[config.mk]
export PLATFORM = sky130hd
export DESIGN_NAME = csa_mult_sequencer
export DESIGN_NICKNAME = d
export VERILOG_FILES = /design/src/rtl/csa_mult_seq_pkg.sv /design/src/rtl/csa_mult_sequencer_csa_row.sv /design/src/rtl/csa_mult_sequencer.sv
export SDC_FILE = /design/constraint.sdc
export NUM_CORES = 1
export LEC_CHECK = 0
export CAP_MARGIN = 0
export CORE_ASPECT_RATIO = 1.5
export CORE_MARGIN = 1
export CORE_UTILIZATION = 30
export CTS_BUF_LIST = sky130_fd_sc_hd__clkbuf_8
export DETAILED_ROUTE_END_ITERATION = 16
export GPL_TIMING_DRIVEN = 0
export PLACE_DENSITY_LB_ADDON = 0.12
export SYNTH_ARGS = -nofsm -noshare
export SYNTH_HDL_FRONTEND = slang
export SYNTH_SLANG_ARGS = --single-unit
export TNS_END_PERCENT = 20
[constraint.sdc]
create_clock -name clk -period 4.6 [get_ports clk]
set_clock_uncertainty 0.1 [all_clocks]
set_input_delay 0.69 -clock clk [delete_from_list [all_inputs] [get_ports clk]]
set_output_delay 0.69 -clock clk [all_outputs]
set_load 0.01 [all_outputs]
[src/rtl/csa_mult_seq_pkg.sv]
// Shared types and helpers for the carry-save iterative multiplier.
package csa_mult_seq_pkg;

   // Controller states: accept, fold partial products, resolve, hold result
   typedef enum logic [1:0] {
      ST_IDLE   = 2'd0,
      ST_REDUCE = 2'd1,
      ST_FINAL  = 2'd2,
      ST_DONE   = 2'd3
   } state_t;

   // Supported partial-product folding rates (one or two chained CSA rows)
   localparam int unsigned PP_ONE = 1;
   localparam int unsigned PP_TWO = 2;

   // Width of a counter that must hold values 0..n-1 (never narrower than 1)
   function automatic int unsigned cnt_width(input int unsigned n);
      return (n > 1) ? $clog2(n) : 1;
   endfunction

endpackage

[src/rtl/csa_mult_sequencer_csa_row.sv]
// One 3:2 carry-save row: sum = a^b^c, carry = majority(a,b,c) shifted left.
// The carry out of the top bit is dropped, so the pair is modulo 2^W.
module csa_row #(
   parameter int unsigned W = 64
) (
   input  logic [W-1:0] a_i,
   input  logic [W-1:0] b_i,
   input  logic [W-1:0] c_i,
   output logic [W-1:0] sum_o,
   output logic [W-1:0] carry_o
);

   assign sum_o   = a_i ^ b_i ^ c_i;
   // Only the low W-1 majority bits survive the left shift
   assign carry_o = {(a_i[W-2:0] & b_i[W-2:0]) |
                     (a_i[W-2:0] & c_i[W-2:0]) |
                     (b_i[W-2:0] & c_i[W-2:0]), 1'b0};

endmodule

[src/rtl/csa_mult_sequencer.sv]
// Iterative unsigned multiplier: folds PP_PER_CYCLE partial products per
// cycle into a registered carry-save pair, then one carry-propagate add.
// Optional macro CSA_MULT_SEQ_EARLY_TERM_EN: leave the reduce phase as soon
// as the remaining multiplier bits are all zero.
module csa_mult_sequencer
   import csa_mult_seq_pkg::*;
#(
   parameter int unsigned WIDTH        = 32,
   parameter int unsigned PP_PER_CYCLE = PP_ONE
) (
   input  logic                 clk,
   input  logic                 rst,
   input  logic                 in_valid,
   output logic                 in_ready,
   input  logic [WIDTH-1:0]     in_a,
   input  logic [WIDTH-1:0]     in_b,
   output logic                 out_valid,
   input  logic                 out_ready,
   output logic [2*WIDTH-1:0]   out_prod,
   output logic                 busy
);

   localparam int unsigned PW    = 2 * WIDTH;
   localparam int unsigned N     = WIDTH / PP_PER_CYCLE;
   localparam int unsigned CNT_W = cnt_width(N);

   state_t             state_q, state_d;
   logic [PW-1:0]      mcand_q, mcand_d;
   logic [WIDTH-1:0]   mplier_q, mplier_d;
   logic [PW-1:0]      sum_q, sum_d;
   logic [PW-1:0]      carry_q, carry_d;
   logic [CNT_W-1:0]   cnt_q, cnt_d;
   logic [PW-1:0]      prod_q, prod_d;
   logic               valid_q, valid_d;

   // Partial products for this cycle; row gi sees the multiplicand shifted by gi
   logic [PP_PER_CYCLE-1:0][PW-1:0] pp_vec;
   logic [PW-1:0]                   row0_sum, row0_carry;
   logic [PW-1:0]                   sum_nx, carry_nx;

   genvar gi;
   generate
      for (gi = 0; gi < PP_PER_CYCLE; gi++) begin : g_pp
         assign pp_vec[gi] = mplier_q[gi] ? (mcand_q << gi) : '0;
      end
   endgenerate

   csa_row #(.W(PW)) u_row0 (
      .a_i     (sum_q),
      .b_i     (carry_q),
      .c_i     (pp_vec[0]),
      .sum_o   (row0_sum),
      .carry_o (row0_carry)
   );

   generate
      if (PP_PER_CYCLE == PP_TWO) begin : g_row1
         csa_row #(.W(PW)) u_row1 (
            .a_i     (row0_sum),
            .b_i     (row0_carry),
            .c_i     (pp_vec[PP_PER_CYCLE-1]),
            .sum_o   (sum_nx),
            .carry_o (carry_nx)
         );
      end else begin : g_row0_only
         assign sum_nx   = row0_sum;
         assign carry_nx = row0_carry;
      end
   endgenerate

   // Next-state, datapath updates and handshake outputs
   always_comb begin
      state_d  = state_q;
      mcand_d  = mcand_q;
      mplier_d = mplier_q;
      sum_d    = sum_q;
      carry_d  = carry_q;
      cnt_d    = cnt_q;
      prod_d   = prod_q;
      valid_d  = valid_q;
      in_ready = 1'b0;
      busy     = 1'b0;
      case (state_q)
         ST_IDLE: begin
            in_ready = !rst;
            if (in_valid) begin
               mcand_d  = PW'(in_a);
               mplier_d = in_b;
               sum_d    = '0;
               carry_d  = '0;
               cnt_d    = '0;
               state_d  = ST_REDUCE;
            end
         end
         ST_REDUCE: begin
            busy     = 1'b1;
            sum_d    = sum_nx;
            carry_d  = carry_nx;
            mcand_d  = mcand_q << PP_PER_CYCLE;
            mplier_d = mplier_q >> PP_PER_CYCLE;
            cnt_d    = cnt_q + 1'b1;
            if (cnt_q == CNT_W'(N - 1)) begin
               state_d = ST_FINAL;
            end
`ifdef CSA_MULT_SEQ_EARLY_TERM_EN
            // Remaining partial products are all zero: the pair is already final
            if (mplier_d == '0) begin
               state_d = ST_FINAL;
            end
`endif
         end
         ST_FINAL: begin
            busy    = 1'b1;
            prod_d  = sum_q + carry_q;
            valid_d = 1'b1;
            state_d = ST_DONE;
         end
         ST_DONE: begin
            // The release edge never doubles as an accept edge
            if (out_ready) begin
               valid_d = 1'b0;
               state_d = ST_IDLE;
            end
         end
         default: state_d = ST_IDLE;
      endcase
   end

   // State and datapath registers; reset aborts any operation in flight
   always_ff @(posedge clk) begin
      if (rst) begin
         state_q  <= ST_IDLE;
         mcand_q  <= '0;
         mplier_q <= '0;
         sum_q    <= '0;
         carry_q  <= '0;
         cnt_q    <= '0;
         prod_q   <= '0;
         valid_q  <= 1'b0;
      end else begin
         state_q  <= state_d;
         mcand_q  <= mcand_d;
         mplier_q <= mplier_d;
         sum_q    <= sum_d;
         carry_q  <= carry_d;
         cnt_q    <= cnt_d;
         prod_q   <= prod_d;
         valid_q  <= valid_d;
      end
   end

   assign out_valid = valid_q;
   assign out_prod  = prod_q;

endmodule

==> flow_summary.json <==
{
  "cts-resized-gates": 0,
  "crit_fanout": 10,
  "cts.path.max_buffers": 3,
  "postSynthAreaPerCell_um2": 8.72,
  "firstDrtPassIters": 5,
  "die_h_um": 284,
  "syn_nets": 2026,
  "synth_cell_types": 75,
  "maxSlewHeadroom_pct": 24.2,
  "final.setup.worst_slack_ns": 0.210,
  "hold_viol": 0,
  "cts_tree": "built",
  "mostFrequentLayoutCell": "nor2_1",
  "grt_pass1_vias": 14400,
  "post_cts_buffers": 0,
  "cts.clk_slew.worst_paths_ns": 0.06,
  "wirelength_um": 55100,
  "place_ws_ns": 0.170,
  "gp_congestion": 0.894,
  "drive_above_1_share_pct": 4.50,
  "ys_seq_elements": 295,
  "ioPinCount": 135,
  "grt_use_total_pct": 20.2,
  "route.detailed.drc": 0,
  "synth_flop_cell": "dfxtp_1",
  "start_kind": "input port",
  "synth_area_leaders": "dfxtp_1, fa_1, a22oi_1",
  "crit_chain": "clkdlybuf4s50_1 -> clkbuf_1 -> clkbuf_1 -> nor2b_1 -> clkdlybuf4s50_1",
  "r2r_cells": 10,
  "slowest_delay_ns": 0.80,
  "worstHoldPathType": "flip-flop to flip-flop",
  "drtAntennaViolNets": 0,
  "power_mw": 7.87,
  "tightest_slew_ns": 1.14,
  "initial_core_util_pct": 30.3,
  "reg2reg_slack_ns": 0.61,
  "hold_ws_ns": 0.356,
  "ctsHoldBuffers": 0,
  "arrival_ns": 3.60,
  "antenna_found_initial": 1,
  "wl_per_cell_um": 20.2,
  "syn_inst": 1826,
  "fin_crit_sh_pct": 95.4,
  "maxSlewViolCount": 0,
  "cpMaxStageDelayCell": "clkbuf_1",
  "core_um2": 52600,
  "nets": 2213,
  "grt_pass1_wl_um": 83500,
  "fp-row-count": 103,
  "ys_seq_area_share_pct": 37.1,
  "io_buffers": 134,
  "cp.depth": 5,
  "die-area_um2": 54000,
  "worst_setup_path_end_kind": "primary output",
  "post-dp-hpwl_um": 43100,
  "htree_levels": 2,
  "syn-cell-area_um2": 15900,
  "p_leak_nw": 7.44,
  "via_per_inst": 5.26,
  "worst-path-buf-inv": 4,
  "syn_to_final_growth_pct": 20.0,
  "synth_warnings": 0,
  "max_freq_ghz": 0.228,
  "grt_overflow": 0,
  "outcome": "finished, final reports clean",
  "drt_iter0_markers": 793,
  "fin_util_pct": 36.3,
  "fin_crit_ns": 4.39,
  "clkSinkCount": 295,
  "ir_drop_v": 0.000394,
  "worstSkewPairLatency_ns": 0.65,
  "synth_area_leader_cell": "dfxtp_1",
  "cts_buffers": 50,
  "synth_enable_flop_cells": 0,
  "layout_common_cells": "nor2_1, dfxtp_1, a22oi_1, clkdlybuf4s50_1, clkbuf_1",
  "chipWidth_um": 190,
  "min_path_cells": 2,
  "cp_top_family": "buffers and inverters",
  "async_flop_share_pct": 0,
  "p_per_area_nw_per_um2": 412,
  "num_vias": 14400,
  "crit_type": "input port to primary output",
  "cts-root-buf": "clkbuf_8",
  "finalSetupViolations": 0,
  "grt_start_max_net_pins": 14,
  "synth_top_cell_area_share_pct": 37.1,
  "required_ns": 3.81,
  "maxCapViolCount": 0,
  "rsz0062_at_grt": "false"
}
-- cell usage after synthesis (29+ instances only) --
cell and count:
a21oi_1 98, a22oi_1 164, and2_1 68, clkbuf_1 121, dfxtp_1 295, fa_1 63
ha_1 69, inv_1 29, nand2_1 84, nand4_1 30, nor2_1 301, nor3_1 77
o21ai_0 56, o22ai_1 64
-- state kept, by name, summed over array words and instances (netlist names) --
register and count:
sum_q 64, cnt_q 5, state_q 2, out_valid 1
carry_q 63, mcand_q 64, out_prod 64, mplier_q 32
-- tightest hold or removal path, cell delays in order, from the launching register on --
cell and delay (ns):
dfxtp_1 0.33, nand2_1 0.04, o21ai_0 0.05
-- layer usage --
layer  track usage, %  vias to the layer above  share of wire [%]
met2             38.2                      345                 53
met1             22.4                     6908                 40
met4             7.16                        0                3.2
li1                 -                     7009                  -
met5                0                        -                  0
met3             2.80                       91                3.9
-- worst paths after layout --
kind / start / endpoint
setup / recovery: rst / in_ready
hold / removal: out_prod[36] / out_prod[36]
hold reg to reg: out_prod[36] / out_prod[36]
setup reg to reg: sum_q[13] / out_prod[54]
-- cells by family after synthesis --
logic type               share of synthesized area (%)
adder cells (fa/ha/maj)                           13.3
multiplexers                                      1.64
AND/OR/NAND/NOR                                   19.0
AO/OA/AOI/OAI                                     23.2
XOR/XNOR                                          1.98
buffers and inverters                             3.79
flip-flops                                        37.1
-- through the flow --
step	setup TNS, ns	cells	area, um^2
final	0	2729	19100
after global placement	-0.247	2642	18100
after floorplan	0	1826	15900
after CTS	0	2728	19100
after global routing	0	2729	19100
after detailed placement	0	2643	18100
-- final cells by class --
type / count / area, um^2
Multi-Input combinational cell: 1371 / 9410
Fill cell: 5527 / 33500
Clock buffer: 63 / 867
Inverter: 29 / 109
Clock inverter: 22 / 108
Sequential cell: 295 / 5910
Tap cell: 682 / 853
Antenna cell: 1 / 2.50
Buffer: 131 / 494
Timing Repair Buffer: 135 / 1350
-- where the power goes --
group | leakage (nW) | total (mW) | switching [mW] | internal, mW
Sequential | 2.39 | 3.09 | 0.215 | 2.87
Clock | 0.555 | 2.36 | 1.13 | 1.23
Combinational | 4.50 | 2.43 | 1.70 | 0.733
Note: power is estimated with default switching activity, not from simulation.
